**config.mk**
```make
export PLATFORM = sky130hd
export DESIGN_NAME = numlock_supervisor
export DESIGN_NICKNAME = d
export VERILOG_FILES = /design/src/rtl/numlock_supervisor.sv
export SDC_FILE = /design/constraint.sdc
export NUM_CORES = 1
export LEC_CHECK = 0
export BUFFER_PORTS_ARGS = -buffer_cell sky130_fd_sc_hd__buf_2
export CAP_MARGIN = 20
export CORE_MARGIN = 2
export CORE_UTILIZATION = 33
export CTS_CLUSTER_DIAMETER = 100
export DETAILED_ROUTE_END_ITERATION = 8
export SETUP_SLACK_MARGIN = 0.4
export SLEW_MARGIN = 20
export SYNTH_ARGS = -nofsm -noshare
export SYNTH_HDL_FRONTEND = slang
export SYNTH_SLANG_ARGS = --single-unit
```
**constraint.sdc**
```tcl
create_clock -name clk -period 2.1 [get_ports clk]
set_input_delay 0.21 -clock clk [delete_from_list [all_inputs] [get_ports clk]]
set_output_delay 0.21 -clock clk [all_outputs]
set_load 0.05 [all_outputs]
```
**src/rtl/numlock_supervisor.sv**
```systemverilog
// numlock_supervisor: attempt supervisor sitting between the debounced U/Z
// buttons and the number-lock state machine. Forwards button levels, counts
// consecutive bad attempts, imposes a timed lockout, aborts stalled attempts
// with a one-cycle lock reset pulse and masks buttons while the lock opens.
// Optional feature macro: NUMLOCK_SUP_STATS_EN (enables the open_cnt counter;
// when undefined open_cnt is tied to zero).
module numlock_supervisor #(
    parameter int unsigned MAX_FAILS      = 3,
    parameter int unsigned LOCKOUT_CYCLES = 64,
    parameter int unsigned IDLE_CYCLES    = 32,
    parameter int unsigned CNT_W          = 8
) (
    input  logic             clk,
    input  logic             reset,
    input  logic             U_in,
    input  logic             Z_in,
    input  logic             q_I,
    input  logic             q_Bad,
    input  logic             q_Opening,
    output logic             U,
    output logic             Z,
    output logic             sm_reset,
    output logic             locked_out,
    output logic [3:0]       fail_cnt,
    output logic [CNT_W-1:0] open_cnt
);

    localparam int unsigned IW = (IDLE_CYCLES > 2) ? $clog2(IDLE_CYCLES) : 1;
    localparam int unsigned LW = (LOCKOUT_CYCLES > 2) ? $clog2(LOCKOUT_CYCLES) : 1;

    localparam logic [IW-1:0] IDLE_LAST  = IW'(IDLE_CYCLES - 1);
    localparam logic [LW-1:0] LOCK_LOAD  = LW'(LOCKOUT_CYCLES - 1);
    localparam logic [3:0]    FAIL_LIMIT = 4'(MAX_FAILS);

    typedef enum logic [4:0] {
        S_IDLE    = 5'b00001,
        S_ATTEMPT = 5'b00010,
        S_BAD     = 5'b00100,
        S_LOCKOUT = 5'b01000,
        S_OPEN    = 5'b10000
    } state_t;

    state_t        state_q, state_d;
    logic [IW-1:0] idle_cnt_q, idle_cnt_d;
    logic [LW-1:0] lock_cnt_q, lock_cnt_d;
    logic [3:0]    fail_cnt_q, fail_cnt_d;
    logic          u_q, u_d;
    logic          z_q, z_d;
    logic          sm_reset_q, sm_reset_d;
    logic          pass_en;
    logic          any_btn;
    logic [3:0]    fail_inc;

    assign any_btn  = U_in | Z_in;
    assign fail_inc = fail_cnt_q + 4'd1;

    // State and datapath registers; reset overrides every other event.
    always_ff @(posedge clk) begin
        if (reset) begin
            state_q    <= S_IDLE;
            idle_cnt_q <= '0;
            lock_cnt_q <= '0;
            fail_cnt_q <= '0;
            u_q        <= 1'b0;
            z_q        <= 1'b0;
            sm_reset_q <= 1'b0;
        end else begin
            state_q    <= state_d;
            idle_cnt_q <= idle_cnt_d;
            lock_cnt_q <= lock_cnt_d;
            fail_cnt_q <= fail_cnt_d;
            u_q        <= u_d;
            z_q        <= z_d;
            sm_reset_q <= sm_reset_d;
        end
    end

    // Next-state, attempt counters and abort pulse; illegal encodings fall to IDLE.
    always_comb begin
        state_d    = state_q;
        idle_cnt_d = idle_cnt_q;
        lock_cnt_d = lock_cnt_q;
        fail_cnt_d = fail_cnt_q;
        sm_reset_d = 1'b0;
        case (state_q)
            S_IDLE: begin
                if (any_btn) begin
                    state_d    = S_ATTEMPT;
                    idle_cnt_d = '0;
                end
            end
            S_ATTEMPT: begin
                if (q_Opening) begin
                    state_d    = S_OPEN;
                    fail_cnt_d = '0;
                end else if (q_Bad) begin
                    fail_cnt_d = fail_inc;
                    if (fail_inc == FAIL_LIMIT) begin
                        state_d    = S_LOCKOUT;
                        lock_cnt_d = LOCK_LOAD;
                    end else begin
                        state_d = S_BAD;
                    end
                end else if (q_I && !any_btn) begin
                    state_d    = S_IDLE;
                    idle_cnt_d = '0;
                end else if (!any_btn) begin
                    if (idle_cnt_q == IDLE_LAST) begin
                        sm_reset_d = 1'b1;
                        idle_cnt_d = '0;
                        state_d    = S_IDLE;
                    end else begin
                        idle_cnt_d = idle_cnt_q + 1'b1;
                    end
                end else begin
                    idle_cnt_d = '0;
                end
            end
            S_BAD: begin
                if (q_I) begin
                    state_d = S_IDLE;
                end
            end
            S_LOCKOUT: begin
                // A held button keeps the counter parked at zero until release.
                if (lock_cnt_q == '0) begin
                    if (!any_btn) begin
                        state_d    = S_IDLE;
                        fail_cnt_d = '0;
                    end
                end else begin
                    lock_cnt_d = lock_cnt_q - 1'b1;
                end
            end
            S_OPEN: begin
                if (q_I) begin
                    state_d = S_IDLE;
                end
            end
            default: begin
                state_d = S_IDLE;
            end
        endcase
    end

    // Output decode: button pass-through gating and lockout flag.
    always_comb begin
        pass_en    = (state_q == S_IDLE) || (state_q == S_ATTEMPT) || (state_q == S_BAD);
        u_d        = pass_en & U_in;
        z_d        = pass_en & Z_in;
        locked_out = (state_q == S_LOCKOUT);
    end

    assign U        = u_q;
    assign Z        = z_q;
    assign sm_reset = sm_reset_q;
    assign fail_cnt = fail_cnt_q;

`ifdef NUMLOCK_SUP_STATS_EN
    logic [CNT_W-1:0] open_cnt_q, open_cnt_d;

    // Saturating count of successful opens.
    always_comb begin
        open_cnt_d = open_cnt_q;
        if ((state_q == S_ATTEMPT) && q_Opening && (open_cnt_q != '1)) begin
            open_cnt_d = open_cnt_q + 1'b1;
        end
    end

    // Open counter register.
    always_ff @(posedge clk) begin
        if (reset) begin
            open_cnt_q <= '0;
        end else begin
            open_cnt_q <= open_cnt_d;
        end
    end

    assign open_cnt = open_cnt_q;
`else
    assign open_cnt = '0;
`endif

endmodule

```
==> results of run 1 <==
-- critical path: stages (launching register included) --
cell and delay (ns):
dfxtp_4 0.37, or3_4 0.38, or4_4 0.53, or4_4 0.49, a21oi_2 0.12
-- Yosys cell counts, types with 4 or more instances --
master,n
dfxtp_1,23
a21oi_1,17
nor2_1,17
inv_1,9
nand2_1,9
nand3_1,9
buf_4,8
nor3_1,7
ha_1,6
o21ai_0,5
or3_1,5
clkbuf_1,4
-- logic make-up (layout without fill, tap and decap cells) --
family | count (synthesis) | after routing
AOI/OAI and AO/OA | 40 | 40
xor gates and xnor gates | 3 | 3
adders and majority gates | 6 | 6
buffers and inverters | 23 | 44
DFF | 23 | 23
muxes | 1 | 1
other | 1 | 8
and+or+nand+nor | 70 | 70
-- metrics by stage --
step	worst slack [ns]	power, mW	utilization [%]	hold WS, ns
after detailed placement	0.0814	0.754	36.7	0.456
after floorplan	0.131	0.702	-	0.322
final	0.138	1.11	44.8	0.168
after global placement	0.102	0.754	36.7	0.447
after CTS	0.156	1.07	42.2	0.166
after global routing	0.0977	1.16	44.8	0.167
-- repair_timing --
item,in CTS,in global routing
pin swaps,11,6
setup endpoints to repair,13,19
resized for setup,21,22
buffers inserted,10,2
hold buffers,0,0
-- layout make-up --
type | count | area, um2
repair buffers | 31 | 219
clock inverters | 1 | 5.00
flip-flops and latches | 23 | 478
fillers | 398 | 2170
multi-input cells | 128 | 928
clock buffers | 3 | 41.3
well taps | 50 | 62.6
inverters | 9 | 33.8
-- registers in the layout (all words and copies together) (netlist names) --
| signal | cells |
|---|---|
| U | 1 |
| Z | 1 |
| fail_cnt | 4 |
| idle_cnt_q | 5 |
| lock_cnt_q | 6 |
| sm_reset | 1 |
| state_q | 5 |
-- routing by layer --
| metal | vias to the layer above | wire length, um | part of all wire (%) |
|---|---|---|---|
| met5 | - | 0 | 0 |
| met4 | 0 | 18 | 0.55 |
| met3 | 2 | 213 | 6.5 |
| met2 | 37 | 1620 | 49 |
| met1 | 611 | 1440 | 44 |
| li1 | 647 | - | - |
-- worst max-delay path by stage --
stage | from | endpoint | slack, ns | depth (start not counted)
2_1_floorplan | state_q[2]$_SDFFE_PP0P_ | idle_cnt_q[3]$_SDFFE_PP0P_ | 0.13 | 6
3_3_place_gp | idle_cnt_q[0]$_SDFFE_PP0P_ | idle_cnt_q[3]$_SDFFE_PP0P_ | 0.10 | 6
3_5_place_dp | idle_cnt_q[0]$_SDFFE_PP0P_ | idle_cnt_q[3]$_SDFFE_PP0P_ | 0.08 | 6
4_1_cts | state_q[2]$_SDFFE_PP0P_ | idle_cnt_q[3]$_SDFFE_PP0P_ | 0.16 | 4
5_1_grt | state_q[3]$_SDFFE_PP0P_ | idle_cnt_q[3]$_SDFFE_PP0P_ | 0.1 | 4
6_report | state_q[3]$_SDFFE_PP0P_ | idle_cnt_q[3]$_SDFFE_PP0P_ | 0.14 | 4
-- report_power, final --
part / switching, mW / internal (mW) / total [mW]
registers: 0.0262 / 0.454 / 0.481
logic: 0.219 / 0.124 / 0.343
clock network: 0.154 / 0.133 / 0.286
total: 0.399 / 0.711 / 1.11
-- layout by cell type (no fill, tap or decap), types with 2 or more instances in the layout --
master	n
nor2_2	4
dfxtp_2	5
or4_4	2
nand3_1	8
xor2_1	2
nor3_1	4
nor2b_1	2
inv_1	8
ha_4	2
a31oi_1	2
a221oi_1	2
and2_1	2
nor2_1	13
a31o_2	2
o21ai_1	3
nand2_1	9
nor4b_1	2
nor3_4	3
o311ai_0	2
buf_2	13
ha_1	4
o31ai_1	2
nand4b_1	2
buf_6	3
or4_1	2
buf_4	14
dfxtp_1	15
dfxtp_4	3
o21ai_0	4
conb_1	8
clkbuf_8	3
or3_4	4
a21oi_1	16
==> results.sh, run 1 <==
export IMPL_max_cap_viol_count=0
export IMPL_synth_largest_area_cell="dfxtp_1"
export IMPL_worstSetupPathType="flop to flop"
export IMPL_firstDrtPassIters=4
export IMPL_syn_inst=167
export IMPL_synth_warning_count=0
export IMPL_dp_final_hpwl_mm=2.08
export IMPL_grt_ovfl_total=0
export IMPL_min_path_type="primary input to flop"
export IMPL_rsz0062_at_grt="true"
export IMPL_num_rows=23
export IMPL_netlist_area_leader_share_pct=34.7
export IMPL_cts_buffers=3
export IMPL_startpoint_type="flop"
export IMPL_status="finished, final reports clean"
export IMPL_nNetsFinal=209
export IMPL_via_per_inst=5.29
export IMPL_routabilityCongestion=0.857
export IMPL_muxShareOfSynthArea_pct=0.754
export IMPL_syn2layout_area_growth_pct=33.2
export IMPL_timing_fmax_ghz=0.510
export IMPL_grt_max_degree=21
export IMPL_wire_per_inst_um=13.4
export IMPL_period_needed_ns=1.96
export IMPL_holdCritStartpoint="Z_in"
export IMPL_die_w_um=67.4
export IMPL_hold_viol=0
export IMPL_postRouteAntennaNets=0
export IMPL_grtUsageMet2_pct=26.2
export IMPL_yosys_cell_types_count=43
export IMPL_grt_pass1_vias=1208
export IMPL_ys_top_cells_by_area="dfxtp_1 (35%), a21oi_1 (6.4%), ha_1 (5.7%)"
export IMPL_period_share_pct=93.4
export IMPL_vias=1297
export IMPL_power_density_mw_per_mm2=628
export IMPL_drt_wl_total_mm=3.29
export IMPL_final_area_mm2=0.00177
export IMPL_ys_seq_area_share_pct=34.7
export IMPL_worst_ir_drop_vdd_uv=376
export IMPL_chipHeight_um=67.4
export IMPL_grtUsageMet3_pct=4.67
export IMPL_dieArea_mm2=0.00455
export IMPL_clk_pin_slew_ns=0.09
export IMPL_cts_root_buf="clkbuf_8"
export IMPL_num_antenna_cells=0
export IMPL_route_detailed_drc=0
export IMPL_clock_latency_ns=0.27
export IMPL_synth_edf_count=0
export IMPL_io_pins=23
export IMPL_cts_buffer_depth=2
export IMPL_postSynthAreaPerCell_um2=7.95
export IMPL_rrSetupSlack_ns=0.14
export IMPL_dp_cells=229
export IMPL_crit_path_end_kind="flop"
export IMPL_p_leak_nw=0.689
export IMPL_yosys_area_share_xor_xnor_pct=1.98
export IMPL_setup_tns_final_ns=0
export IMPL_grt_total_usage_pct=15.6
export IMPL_cts_sinks=23
export IMPL_synthArstFlopShare_pct=0
export IMPL_r2r_end="idle_cnt_q[3]$_SDFFE_PP0P_"
export IMPL_worst_ep_required_time_ns=2.31
export IMPL_ys_flop_type="dfxtp_1"
export IMPL_arrival_ns=2.17
export IMPL_netlist_area_mm2=0.00133
export IMPL_grt_use_met1_pct=19.3
export IMPL_r2r_start="state_q[3]$_SDFFE_PP0P_"
export IMPL_critPathMaxFanout=5
export IMPL_synth_top_family_by_area="simple AND/OR/NAND/NOR gates"
export IMPL_cts_tree="done"
export IMPL_setup_violations=0
export IMPL_placed_cell_area_mm2=0.00145
export IMPL_holdPathStages=3
export IMPL_drt_initial_drc_count=79
export IMPL_final_cells=245
export IMPL_drive_gt1_share_pct=37.4
export IMPL_fp_coreArea_mm2=0.00394
export IMPL_r2r_cells=4
export IMPL_hold_path_end="Z$_SDFF_PP0_"
export IMPL_antenna_found_initial=0
export IMPL_grt_busiest_layer="met2"
export IMPL_yosys_area_share_simple_pct=28.7
export IMPL_io_buffer_count=14
export IMPL_synth_compound_area_share_pct=18.6
export IMPL_fin_worst_skew_ns=0.00162
export IMPL_htree_levels=1
export IMPL_synth_seq_cells=23
export IMPL_synthAdderAreaFrac_pct=5.66
export IMPL_start_util_pct=33.7
export IMPL_grt_pass1_wl_mm=5.40
export IMPL_drv_slew=0
No activity file was read; power rests on OpenSTA's default activity.
==> inputs of run 2 (changes only) <==
Settings changed: CORE_ASPECT_RATIO set to 1.2, SETUP_SLACK_MARGIN 0.4 to not set.
Clock period 2.1 ns to 2.34 ns, I/O delays scaled along.
==> run 2 against run 1 <==
Effect of this change:
- register-to-register slack better by 0.02 ns
- total power is 19% lower
- combinational power is 35% lower
- via count is 11% lower
- non-clock buffer count is 16 lower
- wire length is 22% lower
- global-route usage is 2.9 points lower
- largest cell class unchanged
- clock skew is 0.00053 ns higher
- worst hold slack better by 0.032 ns
- highest routed layer unchanged
==> results.sh, run 2 (synthesis gave the netlist of run 1 again) <==
export IMPL_hold_viol=0
export IMPL_drv_slew=0
export IMPL_routabilityCongestion=0.796
export IMPL_chipHeight_um=73.5
export IMPL_num_antenna_cells=0
export IMPL_hold_path_end="Z$_SDFF_PP0_"
export IMPL_setup_tns_final_ns=0
export IMPL_holdCritStartpoint="Z_in"
export IMPL_holdPathStages=3
export IMPL_die_w_um=61.9
export IMPL_num_rows=25
export IMPL_placed_cell_area_mm2=0.00141
export IMPL_worstSetupPathType="flop to flop"
export IMPL_io_buffer_count=14
export IMPL_start_util_pct=34.0
export IMPL_cts_setup_buffers=0
export IMPL_arrival_ns=2.38
export IMPL_power_density_mw_per_mm2=619
export IMPL_wire_per_inst_um=11.0
export IMPL_r2r_end="idle_cnt_q[3]$_SDFFE_PP0P_"
export IMPL_worst_ir_drop_vdd_uv=198
export IMPL_grt_ovfl_total=0
export IMPL_clock_latency_ns=0.26
export IMPL_vias=1150
export IMPL_period_share_pct=93.4
export IMPL_top_register="lock_cnt_q"
export IMPL_rrSetupSlack_ns=0.15
export IMPL_r2r_cells=6
export IMPL_nNetsFinal=193
export IMPL_drive_gt1_share_pct=12.8
export IMPL_final_area_mm2=0.00145
export IMPL_grt_pass1_vias=1043
export IMPL_cts_tree="done"
export IMPL_drt_initial_drc_count=76
export IMPL_utilization_pct=37.2
export IMPL_critPathMaxFanout=4
export IMPL_fp_coreArea_mm2=0.00391
export IMPL_rsz0062_at_grt="false"
export IMPL_cts_hold_buf=0
export IMPL_cts_buffers=3
export IMPL_timing_fmax_ghz=0.458
export IMPL_largest_reg_flops=6
export IMPL_status="finished, final reports clean"
export IMPL_clk_pin_slew_ns=0.08
export IMPL_cts_resized=0
export IMPL_reg_top3="lock_cnt_q (6), idle_cnt_q (5), state_q (5)"
export IMPL_grt_total_usage_pct=12.7
export IMPL_p_leak_nw=0.585
export IMPL_grt_max_degree=21
export IMPL_setup_violations=0
export IMPL_max_cap_viol_count=0
export IMPL_fill_cells=410
export IMPL_dp_final_hpwl_mm=1.95
export IMPL_min_path_type="primary input to flop"
export IMPL_syn2layout_area_growth_pct=9.42
export IMPL_totalPowerFinal_uw=900
export IMPL_fin_worst_skew_ns=0.00215
export IMPL_grt_pass1_wl_mm=4.46
export IMPL_period_needed_ns=2.19
export IMPL_cts_root_buf="clkbuf_8"
export IMPL_layout_common_cells="dfxtp_1 (23), nor2_1 (17), a21oi_1 (17), buf_2 (14)"
export IMPL_postRouteAntennaNets=0
export IMPL_htree_levels=1
export IMPL_via_per_inst=4.94
export IMPL_startpoint_type="flop"
export IMPL_worst_ep_required_time_ns=2.54
export IMPL_antenna_found_initial=0
export IMPL_dieArea_mm2=0.00455
export IMPL_cts_buffer_depth=2
export IMPL_post_place_ws_ns=0.161
export IMPL_cts_sinks=23
export IMPL_route_detailed_drc=0
export IMPL_mostFrequentLayoutCell="dfxtp_1"
export IMPL_r2r_start="idle_cnt_q[0]$_SDFFE_PP0P_"
export IMPL_fin_ws_ns=0.155
export IMPL_firstDrtPassIters=4
export IMPL_io_pins=23
export IMPL_drt_wl_total_mm=2.57
export IMPL_crit_path_end_kind="flop"
-- run 2: worst max-delay path by stage --
stage | from | endpoint | slack (ns) | cells past startpoint
floorplan | idle_cnt_q[0]$_SDFFE_PP0P_ | idle_cnt_q[3]$_SDFFE_PP0P_ | 0.25 | 6
global placement | idle_cnt_q[0]$_SDFFE_PP0P_ | idle_cnt_q[3]$_SDFFE_PP0P_ | 0.19 | 6
detailed placement | idle_cnt_q[0]$_SDFFE_PP0P_ | idle_cnt_q[3]$_SDFFE_PP0P_ | 0.16 | 6
CTS | idle_cnt_q[0]$_SDFFE_PP0P_ | idle_cnt_q[3]$_SDFFE_PP0P_ | 0.15 | 6
global route | idle_cnt_q[0]$_SDFFE_PP0P_ | idle_cnt_q[3]$_SDFFE_PP0P_ | 0.05 | 6
finish | idle_cnt_q[0]$_SDFFE_PP0P_ | idle_cnt_q[3]$_SDFFE_PP0P_ | 0.15 | 6
-- run 2: cell type report --
class	instances	area (um2)	share of cell area, %
Sequential cell	23	460	31.7
Multi-Input combinational cell	128	768	52.9
Clock buffer	4	45.0	3.10
Inverter	9	33.8	2.33
Timing Repair Buffer	15	77.6	5.34
Tap cell	54	67.6	4.65
-- run 2: metal layers --
| layer | vias up | wire length (um) | share of wire (%) | GRT usage (%) |
|---|---|---|---|---|
| li1 | 611 | - | - | - |
| met1 | 522 | 1240 | 48 | 16.7 |
| met2 | 15 | 1250 | 48 | 20.9 |
| met3 | 2 | 68 | 2.6 | 1.06 |
| met4 | 0 | 19 | 0.74 | 4.96 |
| met5 | - | 0 | 0 | 0 |
-- run 2: worst max-delay path, stage by stage, from the launching register on --
cell and delay (ns):
dfxtp_1 0.34, ha_1 0.22, and3_1 0.18, ha_1 0.21, or4_4 0.55, or4_1 0.47
a21oi_1 0.14
-- run 2: where the power goes --
part | total (mW) | internal, mW | switching [mW] | leakage (nW)
combinational | 0.224 | 0.0647 | 0.159 | 0.376
sequential | 0.428 | 0.410 | 0.0177 | 0.186
clock | 0.248 | 0.121 | 0.127 | 0.0228
-- run 2: through the flow --
stage          cells  hold slack [ns]
6_report         233            0.200
5_1_grt          233            0.207
4_1_cts          233            0.193
3_5_place_dp     229            0.453
3_3_place_gp     229            0.452
2_1_floorplan    174            0.346
==> inputs of run 3 (changes only) <==
Settings changed: REMOVE_ABC_BUFFERS set to 1.
==> run 3 against run 2 <==
Effect of this change:
- sequential share of layout area down 0.19 points
- final area up 0.60%
- global-route usage up 1.5 points
- clock power up 4%
- count of clock-buffer cells in the layout down 1
- critical path depth unchanged
- die area unchanged
- combinational power about the same
- critical endpoint unchanged
- sequential power about the same
- fmax about the same
- worst setup slack about the same
==> results.sh, run 3 (synthesis gave the netlist of run 1 again) <==
export IMPL_nNetsFinal=194
export IMPL_antenna_found_initial=0
export IMPL_r2r_cells=6
export IMPL_largest_reg_flops=6
export IMPL_routabilityCongestion=0.744
export IMPL_slowest_delay_ns=0.54
export IMPL_power_density_mw_per_mm2=622
export IMPL_syn2layout_area_growth_pct=10.1
export IMPL_worstSetupPathType="flop to flop"
export IMPL_cts_sinks=23
export IMPL_startpoint_type="flop"
export IMPL_mostFrequentLayoutCell="dfxtp_1"
export IMPL_clk_pin_slew_ns=0.08
export IMPL_via_per_inst=5.10
export IMPL_grt_pass1_vias=1110
export IMPL_final_cells=234
export IMPL_worstPathCellList="ha_1 -> and3_1 -> ha_1 -> or4_4 -> or4_1 -> a21oi_1"
export IMPL_worstSetupEndpoint="idle_cnt_q[3]$_SDFFE_PP0P_"
export IMPL_fin_worst_skew_ns=0.00103
export IMPL_start_util_pct=34.0
export IMPL_die_w_um=61.9
export IMPL_dieArea_mm2=0.00455
export IMPL_arrival_ns=2.39
export IMPL_crit_path_start="idle_cnt_q[0]$_SDFFE_PP0P_"
export IMPL_totalPowerFinal_uw=909
export IMPL_rrSetupSlack_ns=0.15
export IMPL_max_cap_viol_count=0
export IMPL_fill_cells=441
export IMPL_multiInputGateArea_um2=768
export IMPL_io_pins=23
export IMPL_slowest_stage="or4_4"
export IMPL_dp_final_hpwl_mm=2.13
export IMPL_worst_ir_drop_vdd_uv=182
export IMPL_grt_pass1_wl_mm=4.84
export IMPL_cts_hold_buf=0
export IMPL_fp_coreArea_mm2=0.00391
export IMPL_io_buffer_count=14
export IMPL_grt_total_usage_pct=14.2
export IMPL_crit_path_end_kind="flop"
export IMPL_top_register="lock_cnt_q"
export IMPL_drive_gt1_share_pct=13.9
export IMPL_cts_buffer_depth=2
export IMPL_num_antenna_cells=0
export IMPL_wire_per_inst_um=12.2
export IMPL_cts_root_buf="clkbuf_8"
export IMPL_cts_setup_buffers=0
export IMPL_critPathMaxFanout=4
export IMPL_period_needed_ns=2.19
export IMPL_drt_initial_drc_count=68
export IMPL_period_share_pct=93.4
export IMPL_route_detailed_drc=0
export IMPL_postRouteAntennaNets=0
export IMPL_setup_tns_final_ns=0
export IMPL_firstDrtPassIters=4
export IMPL_chipHeight_um=73.5
export IMPL_cts_tree="done"
export IMPL_reg_top3="lock_cnt_q (6), idle_cnt_q (5), state_q (5)"
export IMPL_layout_common_cells="dfxtp_1 (23), nor2_1 (17), a21oi_1 (17), buf_2 (14)"
export IMPL_drt_wl_total_mm=2.85
export IMPL_vias=1194
export IMPL_hold_viol=0
export IMPL_r2r_end="idle_cnt_q[3]$_SDFFE_PP0P_"
export IMPL_clock_latency_ns=0.27
export IMPL_setup_violations=0
export IMPL_path_common_cell="ha_1"
export IMPL_p_leak_nw=0.593
export IMPL_dp_cells=230
export IMPL_htree_levels=1
export IMPL_worst_ep_required_time_ns=2.55
export IMPL_cts_buffers=3
export IMPL_grt_ovfl_total=0
export IMPL_cts_resized=0
export IMPL_grt_max_degree=21
export IMPL_rsz0062_at_grt="false"
export IMPL_num_rows=25
export IMPL_drv_slew=0
export IMPL_timing_fmax_ghz=0.458
export IMPL_min_path_type="primary input to flop"
export IMPL_status="finished, final reports clean"
export IMPL_seq_area_um2=460
export IMPL_r2r_start="idle_cnt_q[0]$_SDFFE_PP0P_"
==> run 3: worst min-delay path by stage <==
stage / start / to / slack [ns] / depth (start not counted)
6_report: Z_in / Z$_SDFF_PP0_ / 0.20 / 3
3_3_place_gp: idle_cnt_q[4]$_SDFFE_PP0P_ / idle_cnt_q[4]$_SDFFE_PP0P_ / 0.46 / 2
2_1_floorplan: reset / fail_cnt[1]$_SDFFE_PP0P_ / 0.30 / 1
3_5_place_dp: idle_cnt_q[4]$_SDFFE_PP0P_ / idle_cnt_q[4]$_SDFFE_PP0P_ / 0.46 / 2
4_1_cts: Z_in / Z$_SDFF_PP0_ / 0.19 / 3
5_1_grt: U_in / U$_SDFF_PP0_ / 0.20 / 3
==> run 3: worst max-delay path: cells and delay by family, from the launching register on <==
kind	cells	cell delay, ns
and+or+nand+nor	3	1.20
adders and majority gates	2	0.43
DFF	1	0.34
AOI/OAI and AO/OA	1	0.15
==> run 3: area by class of cell <==
| class | instances | share of cell area (%) |
|---|---|---|
| multi-input cells | 128 | 52.6 |
| flip-flops and latches | 23 | 31.5 |
| repair buffers | 16 | 5.82 |
| well taps | 54 | 4.62 |
| clock buffers | 3 | 2.83 |
| inverters | 9 | 2.31 |
| clock inverters | 1 | 0.342 |
==> run 3: per-layer routing <==
metal | vias to the layer above | global-route usage [%] | share of wire [%]
met5 | - | 0 | 0
met4 | 0 | 5.67 | 1.9
met3 | 5 | 2.64 | 2.6
met2 | 19 | 24.7 | 51
met1 | 558 | 16.5 | 45
li1 | 612 | - | -
==> run 3: through the flow <==
step | hold WS [ns] | utilization, % | cell area [um2] | setup WS, ns
global placement | 0.459 | 36.2 | 1420 | 0.183
detailed placement | 0.463 | 36.2 | 1420 | 0.175
CTS | 0.193 | 37.4 | 1460 | 0.137
floorplan | 0.303 | - | 1260 | 0.249
global route | 0.201 | 37.4 | 1460 | 0.00390
finish | 0.199 | 37.4 | 1460 | 0.155
==> run 3: report_power, final <==
part | total, mW | internal, mW | switching [mW]
clock | 0.257 | 0.119 | 0.138
combinational | 0.225 | 0.0647 | 0.161
sequential | 0.427 | 0.410 | 0.0166
